[src/rtl/melody_player.sv]
// Plays one round of the memory-game sequence: each stored note sounds as a
// square wave with a one-hot LED for NOTE_TICKS cycles, followed by a silent gap of GAP_TICKS cycles.
module melody_player #(
  parameter int CLK_HZ     = 50_000_000,
  parameter int NOTE_TICKS = 25_000_000,
  parameter int GAP_TICKS  = 5_000_000
) (
  input  logic       clock,
  input  logic       reset,
  input  logic       start,
  input  logic [4:0] length,
  input  logic [2:0] note_code,
  output logic [3:0] note_index,
  output logic       busy,
  output logic       piezo,
  output logic [6:0] led,
  output logic       done,
  output logic [2:0] dbg_state
);

  localparam int H1 = CLK_HZ / (2 * 262);
  localparam int H2 = CLK_HZ / (2 * 294);
  localparam int H3 = CLK_HZ / (2 * 330);
  localparam int H4 = CLK_HZ / (2 * 349);
  localparam int H5 = CLK_HZ / (2 * 392);
  localparam int H6 = CLK_HZ / (2 * 440);
  localparam int H7 = CLK_HZ / (2 * 494);

  // C4 has the longest half-period, so it sets the phase counter width.
  localparam int PW   = $clog2(H1 + 1);
  localparam int MAXT = (NOTE_TICKS > GAP_TICKS) ? NOTE_TICKS : GAP_TICKS;
  localparam int TW   = $clog2(MAXT + 1);

  localparam logic [TW-1:0] NOTE_LAST = TW'(NOTE_TICKS - 1);
  localparam logic [TW-1:0] GAP_LAST  = TW'(GAP_TICKS - 1);

  typedef enum logic [2:0] {
    IDLE = 3'd0,
    LOAD = 3'd1,
    PLAY = 3'd2,
    GAP  = 3'd3,
    DONE = 3'd4
  } state_t;

  state_t        state_q;
  logic [4:0]    len_q;
  logic [3:0]    note_index_q;
  logic [2:0]    cur_q;
  logic [TW-1:0] tick_q;
  logic [PW-1:0] phase_q;
  logic          busy_q;
  logic          piezo_q;
  logic [6:0]    led_q;
  logic          done_q;

  function automatic logic [PW-1:0] half_last(input logic [2:0] code);
    logic [PW-1:0] r;
    case (code)
      3'd1:    r = PW'(H1 - 1);
      3'd2:    r = PW'(H2 - 1);
      3'd3:    r = PW'(H3 - 1);
      3'd4:    r = PW'(H4 - 1);
      3'd5:    r = PW'(H5 - 1);
      3'd6:    r = PW'(H6 - 1);
      3'd7:    r = PW'(H7 - 1);
      default: r = '0;
    endcase
    return r;
  endfunction

  function automatic logic [6:0] onehot(input logic [2:0] code);
    return (code == 3'd0) ? 7'd0 : 7'(7'd1 << (code - 3'd1));
  endfunction

  always_ff @(posedge clock or negedge reset) begin
    if (!reset) begin
      state_q      <= IDLE;
      len_q        <= '0;
      note_index_q <= '0;
      cur_q        <= '0;
      tick_q       <= '0;
      phase_q      <= '0;
      busy_q       <= 1'b0;
      piezo_q      <= 1'b0;
      led_q        <= '0;
      done_q       <= 1'b0;
    end else begin
      done_q <= 1'b0;
      case (state_q)
        IDLE: begin
          if (start) begin
            busy_q       <= 1'b1;
            note_index_q <= '0;
            len_q        <= (length > 5'd16) ? 5'd16 : length;
            if (length == 5'd0) begin
              state_q <= DONE;
              done_q  <= 1'b1;
            end else begin
              state_q <= LOAD;
            end
          end
        end
        LOAD: begin
          // Memory has had a full cycle to follow note_index; capture now.
          cur_q   <= note_code;
          tick_q  <= '0;
          phase_q <= '0;
          led_q   <= onehot(note_code);
          piezo_q <= 1'b0;
          state_q <= PLAY;
        end
        PLAY: begin
          if (tick_q == NOTE_LAST) begin
            tick_q  <= '0;
            led_q   <= '0;
            piezo_q <= 1'b0;
            state_q <= GAP;
          end else begin
            tick_q <= tick_q + TW'(1);
            if (cur_q != 3'd0) begin
              if (phase_q == half_last(cur_q)) begin
                phase_q <= '0;
                piezo_q <= ~piezo_q;
              end else begin
                phase_q <= phase_q + PW'(1);
              end
            end
          end
        end
        GAP: begin
          if (tick_q == GAP_LAST) begin
            tick_q <= '0;
            if ({1'b0, note_index_q} == len_q - 5'd1) begin
              state_q <= DONE;
              done_q  <= 1'b1;
            end else begin
              note_index_q <= note_index_q + 4'd1;
              state_q      <= LOAD;
            end
          end else begin
            tick_q <= tick_q + TW'(1);
          end
        end
        DONE: begin
          busy_q  <= 1'b0;
          state_q <= IDLE;
        end
        default: state_q <= IDLE;
      endcase
    end
  end

  assign note_index = note_index_q;
  assign busy       = busy_q;
  assign piezo      = piezo_q;
  assign led        = led_q;
  assign done       = done_q;
  assign dbg_state  = state_q;

endmodule
[config.mk]
export PLATFORM = sky130hd
export DESIGN_NAME = melody_player
export DESIGN_NICKNAME = d
export VERILOG_FILES = /design/src/rtl/melody_player.sv
export SDC_FILE = /design/constraint.sdc
export NUM_CORES = 1
export LEC_CHECK = 0
export BUFFER_PORTS_ARGS = -buffer_cell sky130_fd_sc_hd__buf_2
export CELL_PAD_IN_SITES_DETAIL_PLACEMENT = 0
export CELL_PAD_IN_SITES_GLOBAL_PLACEMENT = 2
export CORE_MARGIN = 1.5
export CORE_UTILIZATION = 41
export DETAILED_ROUTE_END_ITERATION = 10
export PLACE_DENSITY_LB_ADDON = 0.1
export REMOVE_ABC_BUFFERS = 1
export SLEW_MARGIN = 20
export SYNTH_ARGS = -nofsm -noshare
export SYNTH_HDL_FRONTEND = slang
export SYNTH_SLANG_ARGS = --single-unit
[constraint.sdc]
create_clock -name clock -period 4.9 [get_ports clock]
set_input_delay 0.245 -clock clock [delete_from_list [all_inputs] [get_ports clock]]
set_output_delay 0.245 -clock clock [all_outputs]
set_load 0.05 [all_outputs]
==> impl.org, run 1 <==
** Power
- The worst-case IR drop observed on VDD is 0.000134 V.
- The analysis attributes to cell leakage a power of 0.00190 uW.
- Clock network power share :: 0.352
- Net Switching :: 370 uW
- Combinational Power Share :: 0.123
- The internal portion of the total power is 847 uW.
- Fraction of power spent switching nets :: 0.304
- Power per standard cell area :: 273 mW/mm^2
- Sequential group share of total power :: 0.525

** Finish
- Fill cell instance count of the final layout :: 981
- Final-stage net count :: 496
- Area added between synthesis and finish :: 9.17%
- Commonest non-fill, non-tap cell in the layout :: sky130_fd_sc_hd__dfrtp_1
- Of the cells placed in the final design, the portion with a size suffix greater than 1 is 0.132.
- At the end of the flow the core is filled with cells to 0.458.
- The number of antenna diodes in the final layout is 0.
- Leaving out fill and tap cells, the most frequent cells in the layout are sky130_fd_sc_hd__dfrtp_1 (67), sky130_fd_sc_hd__nor2_1 (50), sky130_fd_sc_hd__nand2_1 (49).

** CTS
- Number of sinks on the clock net :: 67
- Clk slew on worst S/H paths :: 80 ps
- H-Tree Depth :: 3
- TritonCTS created 9 clock buffers.
- Post-CTS repair changed the size of 0 cells.
- Post-CTS Setup Inserts :: 0
- TritonCTS built the clock tree.
- Buffers from clock root to sink, at most :: 2
- At the later pin of the worst-skew pair, clock insertion delay measures 340 ps.
- The cell sitting at the root of the clock tree is a sky130_fd_sc_hd__clkbuf_8.
- In this run, post-CTS hold repair placed 0 buffers.

** Synthesis
- In the synthesized netlist the async set-or-reset flop fraction comes to 1.00.
- Yosys top cell area share :: 0.411
- Synthesized instance count :: 461
- Register bit count reported by yosys :: 67
- Post-Synthesis Cell Area :: 0.00408 sq mm
- Yosys printed 0 warnings.
- Number of synthesized flops with an enable pin :: 0
- The average instance in the mapped netlist occupies 8.85 sq um.
- After synthesis, the cell types taking the most area are sky130_fd_sc_hd__dfrtp_1 (41%), sky130_fd_sc_hd__nor2_1 (4.6%), sky130_fd_sc_hd__nand2_1 (4.5%).
- Flip-flop cell with the highest count after synthesis :: sky130_fd_sc_hd__dfrtp_1
- Distinct cells, synth :: 61
- Sequential cell area fraction in the yosys report :: 0.411
- Summed over all instances, the cell type with the most area after synthesis is sky130_fd_sc_hd__dfrtp_1.

** Timing
- Share of the cycle needed by the critical path after routing :: 0.658
- Measured against its own limit, the worst slew margin works out to 0.363.
- Setup repair after global routing left no endpoint under its margin.
- Setup violations remaining at the end of the flow were counted as 0.
- Clock skew on the completed layout was measured at 12.8 ps.
- Final-report hold violation count :: 0
- Clock period minus worst slack :: 3220 ps
- Post-route setup TNS :: 0 ps
- Number of max-slew violations in the final report :: 0
- Static timing analysis puts the maximum clock frequency at 310 MHz.
- Actual transition at the worst max-transition pin :: 956 ps

** Drt
- In the routed layout, each cell is associated on average with a via count of 5.55.
- The routed layout has 3427 vias.
- The count of nets left with antenna violations once routing finished came out at 0.
- Uppermost metal layer occupied by signal nets :: met4
- The first routing iteration left 132 violations.
- After detailed routing, the total wire length is 9660 um.
- After detailed routing, the number of remaining DRC violations is 0.
- Detailed-routing wirelength on met1 :: 4990 um
- Wire length per cell after detailed routing :: 15.6 um
- Number of detailed-route iterations in the first pass :: 4
- DR WL met2 :: 4320 um
- After detailed routing, the met3 layer carries 257 um of wire.

** Placed design
- Sum of net half-perimeters after detailed placement :: 6690 um
- Routability-driven placement finished with a final weighted congestion of 0.879.
- Port buffer count :: 27

** Setup path
- Startpoint type of the worst setup path :: flop
- The worst setup path is of the flop to flop kind.
- Critical Path Most Common Cell :: sky130_fd_sc_hd__or4_1
- Walking the worst path, the cells encountered are or4_1, or4_1, nor3_2, o22a_1, o21ai_0, a21o_1.
- In this run the worst path has a maximum fanout of 21.
- Category of cells accounting for the largest share of critical-path delay :: simple AND/OR/NAND/NOR gates
- Worst path arrival time :: 3470 ps
- STA puts the critical path data required time at 5140 ps.
- Number of buffer and inverter instances along the worst setup path :: 0
- Peak per-stage delay on the critical path :: 730 ps
- The largest individual stage delay along the critical path comes from the cell sky130_fd_sc_hd__o22a_1.
- The worst setup path is captured at a flop.

** Floorplan
- The floorplan step defined a die boundary enclosing 0.0106 sq mm.
- Die width :: 103 um
- The initial utilization of the core area, before any placement, comes to 0.419.
- The region available for standard cell placement spans 0.00973 sq mm.
- Overall die height :: 103 um
- Placement row count :: 36
- I/O pin count :: 28

** Global route
- Maximum number of pins on one net before global-route repair :: 68
- Global-route wire length before repair :: 16300 um
- Total congestion overflow after global routing :: 0
- The number of antenna violations at the first check in global routing was 0.
- Via count of the first global-routing pass :: 3245
- For this run, the total global-route usage over all layers was measured as 0.198.

** Job
- # Max-Cap Violations :: 0

** Status
- The flow ran to the end, and the final reports show no timing, DRC or antenna violations.

** Min path
- Path type of the worst min-delay path :: input pin to asynchronous set/reset pin
cell usage after synthesis (6+ instances only):
cell,instances
sky130_fd_sc_hd__dfrtp_1,67
sky130_fd_sc_hd__nor2_1,50
sky130_fd_sc_hd__nand2_1,49
sky130_fd_sc_hd__o21ai_0,25
sky130_fd_sc_hd__nand3_1,24
sky130_fd_sc_hd__xor2_1,21
sky130_fd_sc_hd__inv_1,16
sky130_fd_sc_hd__a21oi_1,14
sky130_fd_sc_hd__xnor2_1,13
sky130_fd_sc_hd__nand4_1,12
sky130_fd_sc_hd__and3_1,10
sky130_fd_sc_hd__nor2_2,10
sky130_fd_sc_hd__nor3_1,10
sky130_fd_sc_hd__clkbuf_1,9
sky130_fd_sc_hd__nand3b_1,7
sky130_fd_sc_hd__o41ai_1,7
sky130_fd_sc_hd__mux2i_1,6
sky130_fd_sc_hd__nor2b_1,6
stage by stage:
| step | std cells | hold slack [ps] | area (sq um) | power, uW | setup WS, ps |
|---|---|---|---|---|---|
| 5_1_grt | 618 | 134 | 4450 | 1290 | 1480 |
| 3_5_place_dp | 602 | 457 | 4270 | 801 | 1690 |
| 2_1_floorplan | 441 | -50.6 | 3960 | 741 | 2180 |
| 4_1_cts | 618 | 123 | 4450 | 1240 | 1700 |
| 3_3_place_gp | 602 | 453 | 4270 | 798 | 1770 |
| 6_report | 618 | 97.2 | 4450 | 1220 | 1680 |
final cells by class:
class	count	area (sq um)	area share
tap	133	166	0.0374
timing repair buffer	28	143	0.0320
clock buffer	11	141	0.0318
sequential	67	1680	0.377
clock inverter	5	37.5	0.00843
inverter	16	60.1	0.0135
multi-input combinational	358	2230	0.500
sequential cells by signal, indices dropped and copies added, names as in the netlist:
register    cells
len_q           5
phase_q        17
piezo           1
cur_q           3
done            1
dbg_state       3
note_index      4
busy            1
tick_q         25
led             7
power groups by stage:
stage                     registers [uW]  logic [uW]  clock network [uW]
after floorplan                      644        96.4                   0
after global placement               649         149                   0
after detailed placement             650         151                   0
after CTS                            639         153                 447
after global routing                 647         172                 471
final                                638         149                 429
worst register-to-register path, cell delays in order (launching register included):
cell	delay, ps
sky130_fd_sc_hd__dfrtp_1	450
sky130_fd_sc_hd__or4_1	520
sky130_fd_sc_hd__or4_1	490
sky130_fd_sc_hd__nor3_2	510
sky130_fd_sc_hd__o22a_1	740
sky130_fd_sc_hd__o21ai_0	200
sky130_fd_sc_hd__a21o_1	220
metal layers:
layer,track usage,vias to the layer above
li1,-,1703
met1,0.292,1671
met2,0.304,47
met4,0.0551,0
met5,0,-
met3,0.0305,6
cells by family after synthesis:
| kind of cell | count (synthesis) | synth area share |
|---|---|---|
| mux | 9 | 0.0230 |
| compound gates | 93 | 0.156 |
| simple gates | 217 | 0.279 |
| flops | 67 | 0.411 |
| buf+inv | 36 | 0.0436 |
| fa+ha+maj | 5 | 0.0153 |
| xor+xnor | 34 | 0.0730 |
worst paths after layout:
check                      startpoint     endpoint  slack (ps)  cells after the start
min                             reset  phase_q[14]         100                      2
max in group asynchronous       reset   tick_q[17]        4230                      2
min in group clock          length[2]     len_q[2]         140                      3
max reg2reg                tick_q[16]   tick_q[18]        1680                      6
min reg2reg                    led[4]       led[4]         470                      2
max                        tick_q[16]   tick_q[18]        1680                      6
Power figures use the tool's default switching activity.
==> run 2: changes to the inputs <==
--- a/config.mk
+++ b/config.mk
@@ -9,7 +9,7 @@
 export CELL_PAD_IN_SITES_DETAIL_PLACEMENT = 0
 export CELL_PAD_IN_SITES_GLOBAL_PLACEMENT = 2
 export CORE_MARGIN = 1.5
-export CORE_UTILIZATION = 41
+export CORE_UTILIZATION = 38
 export DETAILED_ROUTE_END_ITERATION = 10
 export PLACE_DENSITY_LB_ADDON = 0.1
 export REMOVE_ABC_BUFFERS = 1
==> constraint.sdc (replaced) <==
create_clock -name clock -period 3 [get_ports clock]
set_input_delay 0.15 -clock clock [delete_from_list [all_inputs] [get_ports clock]]
set_output_delay 0.15 -clock clock [all_outputs]
set_load 0.05 [all_outputs]
==> run 2 against run 1 <==
  * Sequential share of layout area shrank 1.2 points
  * First-iteration DRC count grew 45%
  * Sequential power grew 65%
  * Global-route usage shrank 0.89 points
  * Maximum frequency grew 25%
  * Combinational power grew 72%
  * Critical path depth grew 2
  * Clock skew shrank 3.2 ps
  * Core utilization shrank 1.4 points
  * Final cell count grew 2.8%
  * Non-clock buffer count grew 14
  * Total power grew 72%
  * Largest cell class unchanged
  * Largest power group unchanged
==> impl.org, run 2 (synthesis results as in run 1) <==
** Min path
- Path type of the worst min-delay path :: input pin to flop

** Global route
- Antenna violations before repair :: 0
- Global-route wire length before repair :: 17100 um
- Entering global routing, the biggest net connects 35 pins.
- All-layer global routing usage :: 0.190
- After global routing the overflow that remains totals 0.
- The number of global-route vias before repair is 3408.

** CTS
- Clk slew on worst S/H paths :: 80 ps
- Inserted Clock Buffers :: 9
- Clock latency on the worst-skew pair, taken at its later pin, is 350 ps.
- Root buffer cell :: sky130_fd_sc_hd__clkbuf_8
- After clock tree synthesis, the repair step resized 0 gates.
- Buffers from clock root to sink, at most :: 2
- H-Tree Depth :: 3
- Number of sinks on the clock net :: 67
- After clock tree synthesis, the setup repair step added 0 buffers.
- CTS tree :: done

** Drt
- Count of unresolved DRC violations after routing :: 0
- Vias after detailed routing :: 3486
- Wire length per cell after detailed routing :: 15.5 um
- Post-DRT Antenna Nets :: 0
- Via density :: 5.49
- Number of DRC violations after detailed-routing iteration 0 :: 191
- For this run, the detailed router's first-pass iteration total came to 4.
- Final wirelength :: 9870 um

** Placed design
- Placed inst area :: 0.00438 sq mm
- The congestion estimate from routability-driven global placement came to 0.827.
- Detailed placement finished with a half-perimeter wire length of 7140 um.
- Port buffer count :: 27

** Setup path
- Crit-path slowest cell :: sky130_fd_sc_hd__dfrtp_1
- The critical path goes through nand2b_1, a21boi_0, o21ai_0, or3b_1, or4_4, o21ai_4, buf_4, nor2_1.
- The largest single stage delay on the critical path is 530 ps.
- STA classifies the critical path startpoint as a flop.
- Max FO, Critical Path :: 16
- Critical path class :: flop to flop
- STA puts the critical path data arrival time at 2810 ps.
- STA puts the critical path data required time at 3230 ps.
- Sort of element at the end of the critical path :: flop

** Floorplan
- Initial Utilization :: 0.393
- Placeable core region :: 0.0104 sq mm
- Overall die area :: 0.0114 sq mm
- I/O pin count :: 28
- The floorplan step set the die height to 107 um.
- Placement row count :: 37
- Measured along the x axis, the die boundary spans 107 um.

** Timing
- Actual transition at the worst max-transition pin :: 830 ps
- Clock period minus worst slack :: 2570 ps
- Final-report hold violation count :: 0
- Final setup viols :: 0
- On the final layout, the worst hold slack is 41.1 ps.
- Clock Skew :: 9.61 ps
- Worst slew margin relative to its limit :: 0.447
- The max-slew violation count is 0.
- Highest clock frequency the design can meet :: 389 MHz
- Setup repair after global routing missed its margin :: no
- Post-route setup TNS :: 0 ps
- Of the available clock period, the critical path in the final layout requires 0.858.

** Job
- # Max-Cap Violations :: 0

** Finish
- Of the cells placed in the final design, the portion with a size suffix greater than 1 is 0.154.
- Max reg flops :: 25
- Relative to the synthesized area, the layout overhead comes to 12.8%.
- Diode insertion count for antenna repair :: 0
- Leaving out fill and tap cells, the most frequent cell in the layout is sky130_fd_sc_hd__dfrtp_1.
- The library cells used most frequently in the layout, excluding fill and tap cells, are sky130_fd_sc_hd__dfrtp_1 (67), sky130_fd_sc_hd__nor2_1 (50), sky130_fd_sc_hd__nand2_1 (49).
- Most flops, register :: tick_q
- After routing the design area is 0.00460 sq mm.
- For this run, the post-layout net count is 510.

** Power
- IR analysis of the VDD net gives a maximum drop of 0.000206 V.
- Power per standard cell area :: 455 mW/mm^2
- For this design the static power due to leakage is 0.00198 uW.

** Status
- Run status :: complete, no violations
## run 2: cell types whose count changed in the layout (fill, tap and decap cells not counted)
cell	delta
sky130_fd_sc_hd__buf_12	+1
sky130_fd_sc_hd__buf_4	+12
sky130_fd_sc_hd__bufinv_16	+1
sky130_fd_sc_hd__clkinv_2	-1
sky130_fd_sc_hd__clkinv_4	-1
sky130_fd_sc_hd__clkinvlp_4	+1
sky130_fd_sc_hd__dlygate4sd3_1	+1
## run 2: repair_timing
item	in CTS	in global routing
endpoints found under the hold margin	33	0
setup endpoints to repair	0	0
hold buffers	1	0
## run 2: area by class of cell
type / count / area [sq um]
Fill cell: 1083 / 5770
Multi-Input combinational cell: 358 / 2230
Sequential cell: 67 / 1680
Timing Repair Buffer: 42 / 263
Tap cell: 136 / 170
Clock buffer: 11 / 141
Clock inverter: 5 / 61.3
Inverter: 16 / 60.1
## run 2: report_power, final
group,switching [uW],internal [uW],leakage [uW]
logic,147,109,0.00101
registers,99.2,952,0.000877
clock network,374,410,0.0000922
## run 2: path summary, 6_finish.rpt
kind / slack [ps] / startpoint / depth (start not counted) / end
setup / recovery: 430 / cur_q[1] / 8 / phase_q[16]
hold / removal: 40 / length[2] / 3 / len_q[2]
min in group asynchronous: 430 / reset / 2 / phase_q[14]
setup reg to reg: 430 / cur_q[1] / 8 / phase_q[16]
hold reg to reg: 470 / led[0] / 2 / led[0]
max in group asynchronous: 1900 / reset / 3 / tick_q[0]
## run 2: metal layers
layer | vias to the layer above | track usage | routed length [um]
met4 | 0 | 0.0495 | 109
li1 | 1734 | - | -
met1 | 1693 | 0.279 | 5240
met5 | - | 0 | 0
met2 | 50 | 0.284 | 4230
met3 | 9 | 0.0371 | 288
## run 2: through the flow
step                      instances   util  setup slack, ps  total power [uW]
after global placement          618  0.423              436              1320
after floorplan                 441      -              276              1210
final                           635  0.444              426              2090
after global routing            635  0.444              229              2210
after detailed placement        618  0.423              424              1320
after CTS                       635  0.443              411              2130
## run 2: worst max-delay path: cells and delay by family, from the launching register on
kind                   cells  cell delay [ps]
AND/OR/NAND/NOR            4             1250
AO/OA/AOI/OAI              3              430
flip-flops                 1              530
buffers and inverters      1              250
==> run 3: changes to the inputs <==
--- a/config.mk
+++ b/config.mk
@@ -9,11 +9,11 @@
 export CELL_PAD_IN_SITES_DETAIL_PLACEMENT = 0
 export CELL_PAD_IN_SITES_GLOBAL_PLACEMENT = 2
 export CORE_MARGIN = 1.5
-export CORE_UTILIZATION = 38
+export CORE_UTILIZATION = 34
 export DETAILED_ROUTE_END_ITERATION = 10
 export PLACE_DENSITY_LB_ADDON = 0.1
 export REMOVE_ABC_BUFFERS = 1
-export SLEW_MARGIN = 20
+export SLEW_MARGIN = 25
 export SYNTH_ARGS = -nofsm -noshare
 export SYNTH_HDL_FRONTEND = slang
 export SYNTH_SLANG_ARGS = --single-unit
==> constraint.sdc (replaced) <==
create_clock -name clock -period 2.15 [get_ports clock]
set_input_delay 0.1075 -clock clock [delete_from_list [all_inputs] [get_ports clock]]
set_output_delay 0.1075 -clock clock [all_outputs]
set_load 0.05 [all_outputs]
==> run 3 against run 2 <==
  * The run now ends with negative setup slack left
  * Clock power rose by 110%
  * Sequential share of layout area fell by 7.5 points
  * Critical path type unchanged
  * Largest cell class unchanged
  * Combinational power rose by 110%
  * Total power rose by 73%
  * Design area rose by 26%
==> impl.org, run 3 (synthesis results as in run 1) <==
** Status
- The run finished, with violations left.
- Failing checks :: negative setup slack

** Drt
- The routed layout has 3794 vias.
- Final wirelength :: 11900 um
- For this block, the initial DRC count from the detailed router was 142.
- Number of detailed-route iterations in the first pass :: 6
- In this run the remaining antenna-violating nets after routing total 0.
- After detailed routing, the number of vias per cell comes to 5.26.
- Count of unresolved DRC violations after routing :: 0
- In the final routed layout, each cell accounts on average for 16.5 um.

** Global route
- Summed over all layers, the global routing overflow is 0.
- The first global-routing pass estimated 19500 um of wire.
- Via count of the first global-routing pass :: 3764
- The number of antenna violations at the first check in global routing is 0.
- All-layer global routing usage :: 0.197
- Maximum number of pins on one net before global-route repair :: 42

** Power
- Internal Power :: 2660 uW
- Leakage power total :: 0.00262 uW
- Total power for the finished layout comes to 3610 uW.
- The share of total power dissipated in sequential elements is 0.394.
- Dividing total power by cell area gives a power density of 623 mW/mm^2.
- Maximum vdd ir drop :: 0.000459 V
- Clock network power share :: 0.454
- The share of total power dissipated in combinational logic is 0.152.
- Fraction of power spent switching nets :: 0.263
- In this run the power spent charging and discharging nets is 950 uW.

** Min path
- The path class of the tightest hold or removal check is input pin to flop.
- The worst hold path passes through 3 cells.

** Floorplan
- Placeable core region :: 0.0116 sq mm
- In this run the horizontal extent of the chip is 113 um.
- Overall die area :: 0.0127 sq mm
- I/O pin count :: 28
- For this configuration, the core starts out at a cell density of 0.353.
- Overall die height :: 113 um
- In this run the core area contains 39 standard-cell rows.

** CTS
- Root buffer cell :: sky130_fd_sc_hd__clkbuf_16
- For this design, the sink count on the clock tree is 67.
- CTS tree :: done
- H-Tree Depth :: 3
- Inserted Clock Buffers :: 9
- Insertion delay of the later-clocked pin in the worst-skew pair :: 340 ps
- Counting along the longest clock path gives a buffer depth of 2.
- Clk slew on worst S/H paths :: 60 ps

** Timing
- Actual transition at the worst max-transition pin :: 697 ps
- In the post-route analysis, the smallest setup slack over all paths is -282 ps.
- The clock arrives with 5.99 ps of skew.
- Summed over all failing endpoints, the final setup total negative slack is -7630 ps.
- Subtracting the final worst setup slack from the clock period gives 2430 ps.
- Share of the cycle needed by the critical path after routing :: 1.13
- Final-report hold violation count :: 0
- Setup violations remaining at the end of the flow were counted as 48.
- Measured against its own limit, the worst slew margin works out to 0.535.
- Setup repair after global routing could not meet its margin everywhere.
- Timing would allow up to 411 MHz.
- The max-slew violation count came to 0.

** Placed design
- Detailed placement ended at an HPWL of 8380 um.
- Total placed cells including tap cells :: 692
- Routability-driven placement finished with a final weighted congestion of 0.850.
- Worst slack, placed :: -359 ps
- Port buffer count :: 27

** Finish
- Max reg flops :: 25
- Area added between synthesis and finish :: 42.2%
- Top library cells by usage in the layout, fill and taps aside :: sky130_fd_sc_hd__buf_4 (78), sky130_fd_sc_hd__dfrtp_1 (64), sky130_fd_sc_hd__nand2_1 (47)
- The finished layout holds 721 standard cells, fillers aside.
- In the final layout, the share of cells above drive strength 1 is 0.374.
- Counting flops per register, the top entry is tick_q.
- Diode insertion count for antenna repair :: 0
- The net count of the finished layout is 589.
- Multi-input gate area in the final layout :: 0.00256 sq mm
- Registers take 0.00168 sq mm.
- After filler insertion, the fill cell instance count of the layout stands at 1093.
- Commonest non-fill, non-tap cell in the layout :: sky130_fd_sc_hd__buf_4
- Share of the core filled with cells in the final layout :: 0.501

** Setup path
- Counting cells, the worst reg-to-reg path comes to 8.
- Max FO, Critical Path :: 7
- Peak per-stage delay on the critical path :: 560 ps
- The critical path is of the flop to flop type.
- Crit path required time :: 2380 ps
- STA classifies the critical path startpoint as a flop.
- Sort of element at the end of the critical path :: flop
- Crit-path slowest cell :: sky130_fd_sc_hd__or4_4
- The critical path goes through or3b_4, a21boi_2, a211o_1, nand4_1, or4_4, o21ai_4, clkbuf_16, nor2_2.
- Data on the critical path arrives at its endpoint at 2660 ps.

** Job
- # Max-Cap Violations :: 0
==> run 3: changes by cell type in the layout (fill, tap and decap cells not counted), moves of 6 or more <==
cell and change:
sky130_fd_sc_hd__buf_4 +65, sky130_fd_sc_hd__nor2_1 -13, sky130_fd_sc_hd__o21ai_0 -13, sky130_fd_sc_hd__o21ai_2 +12, sky130_fd_sc_hd__clkbuf_16 +11, sky130_fd_sc_hd__clkbuf_8 -8
sky130_fd_sc_hd__nor2_2 +7, sky130_fd_sc_hd__a21oi_1 -6, sky130_fd_sc_hd__nor2_4 +6
==> run 3: worst paths after layout <==
path / from / endpoint / slack, ps
max: cur_q[0] / phase_q[12] / -280
min: length[1] / len_q[1] / 20
max reg2reg: cur_q[0] / phase_q[12] / -280
min reg2reg: led[0] / led[0] / 480
max in group asynchronous: reset / cur_q[1] / 1110
min in group asynchronous: reset / len_q[0] / 350
==> run 3: area by class of cell <==
type	instances	share of cell area
inverters	16	0.0104
clock inverters	5	0.0129
well taps	143	0.0309
repair buffers	121	0.172
multi-input cells	358	0.441
clock buffers	11	0.0436
flip-flops and latches	67	0.290
==> run 3: metal layers <==
| metal | vias to the layer above | wire length (um) | GRT usage |
|---|---|---|---|
| met5 | - | 0 | 0 |
| met4 | 0 | 112 | 0.0439 |
| met3 | 9 | 327 | 0.0502 |
| met2 | 42 | 6040 | 0.333 |
| met1 | 1850 | 5450 | 0.254 |
| li1 | 1893 | - | - |
==> run 3: power by group through the flow <==
stage          clock network [uW]  registers (uW)  logic [uW]
6_report                     1640            1420         550
5_1_grt                      1740            1440         606
2_1_floorplan                   0            1470         220
3_5_place_dp                    0            1450         489
4_1_cts                      1680            1430         497
3_3_place_gp                    0            1450         480
==> run 3: metrics by stage <==
stage          area (sq um)  hold slack (ps)
2_1_floorplan          3960             -188
3_3_place_gp           4930              191
3_5_place_dp           4930              190
4_1_cts                5450             13.6
5_1_grt                5800             25.3
6_report               5800             22.6
==> run 3: what timing repair did <==
action	4_1_cts	5_1_grt
gates resized for setup	42	63
cloned	2	2
setup endpoints to repair	58	58
pin swaps	22	26
endpoints found under the hold margin	26	0
buffers inserted	3	5
hold buffers	1	0
==> run 3: critical path: cells and delay by family, from the launching register on <==
kind	cells	cell delay [ps]
and+or+nand+nor	4	1160
DFF	1	450
buffers and inverters	1	200
AOI/OAI and AO/OA	3	510
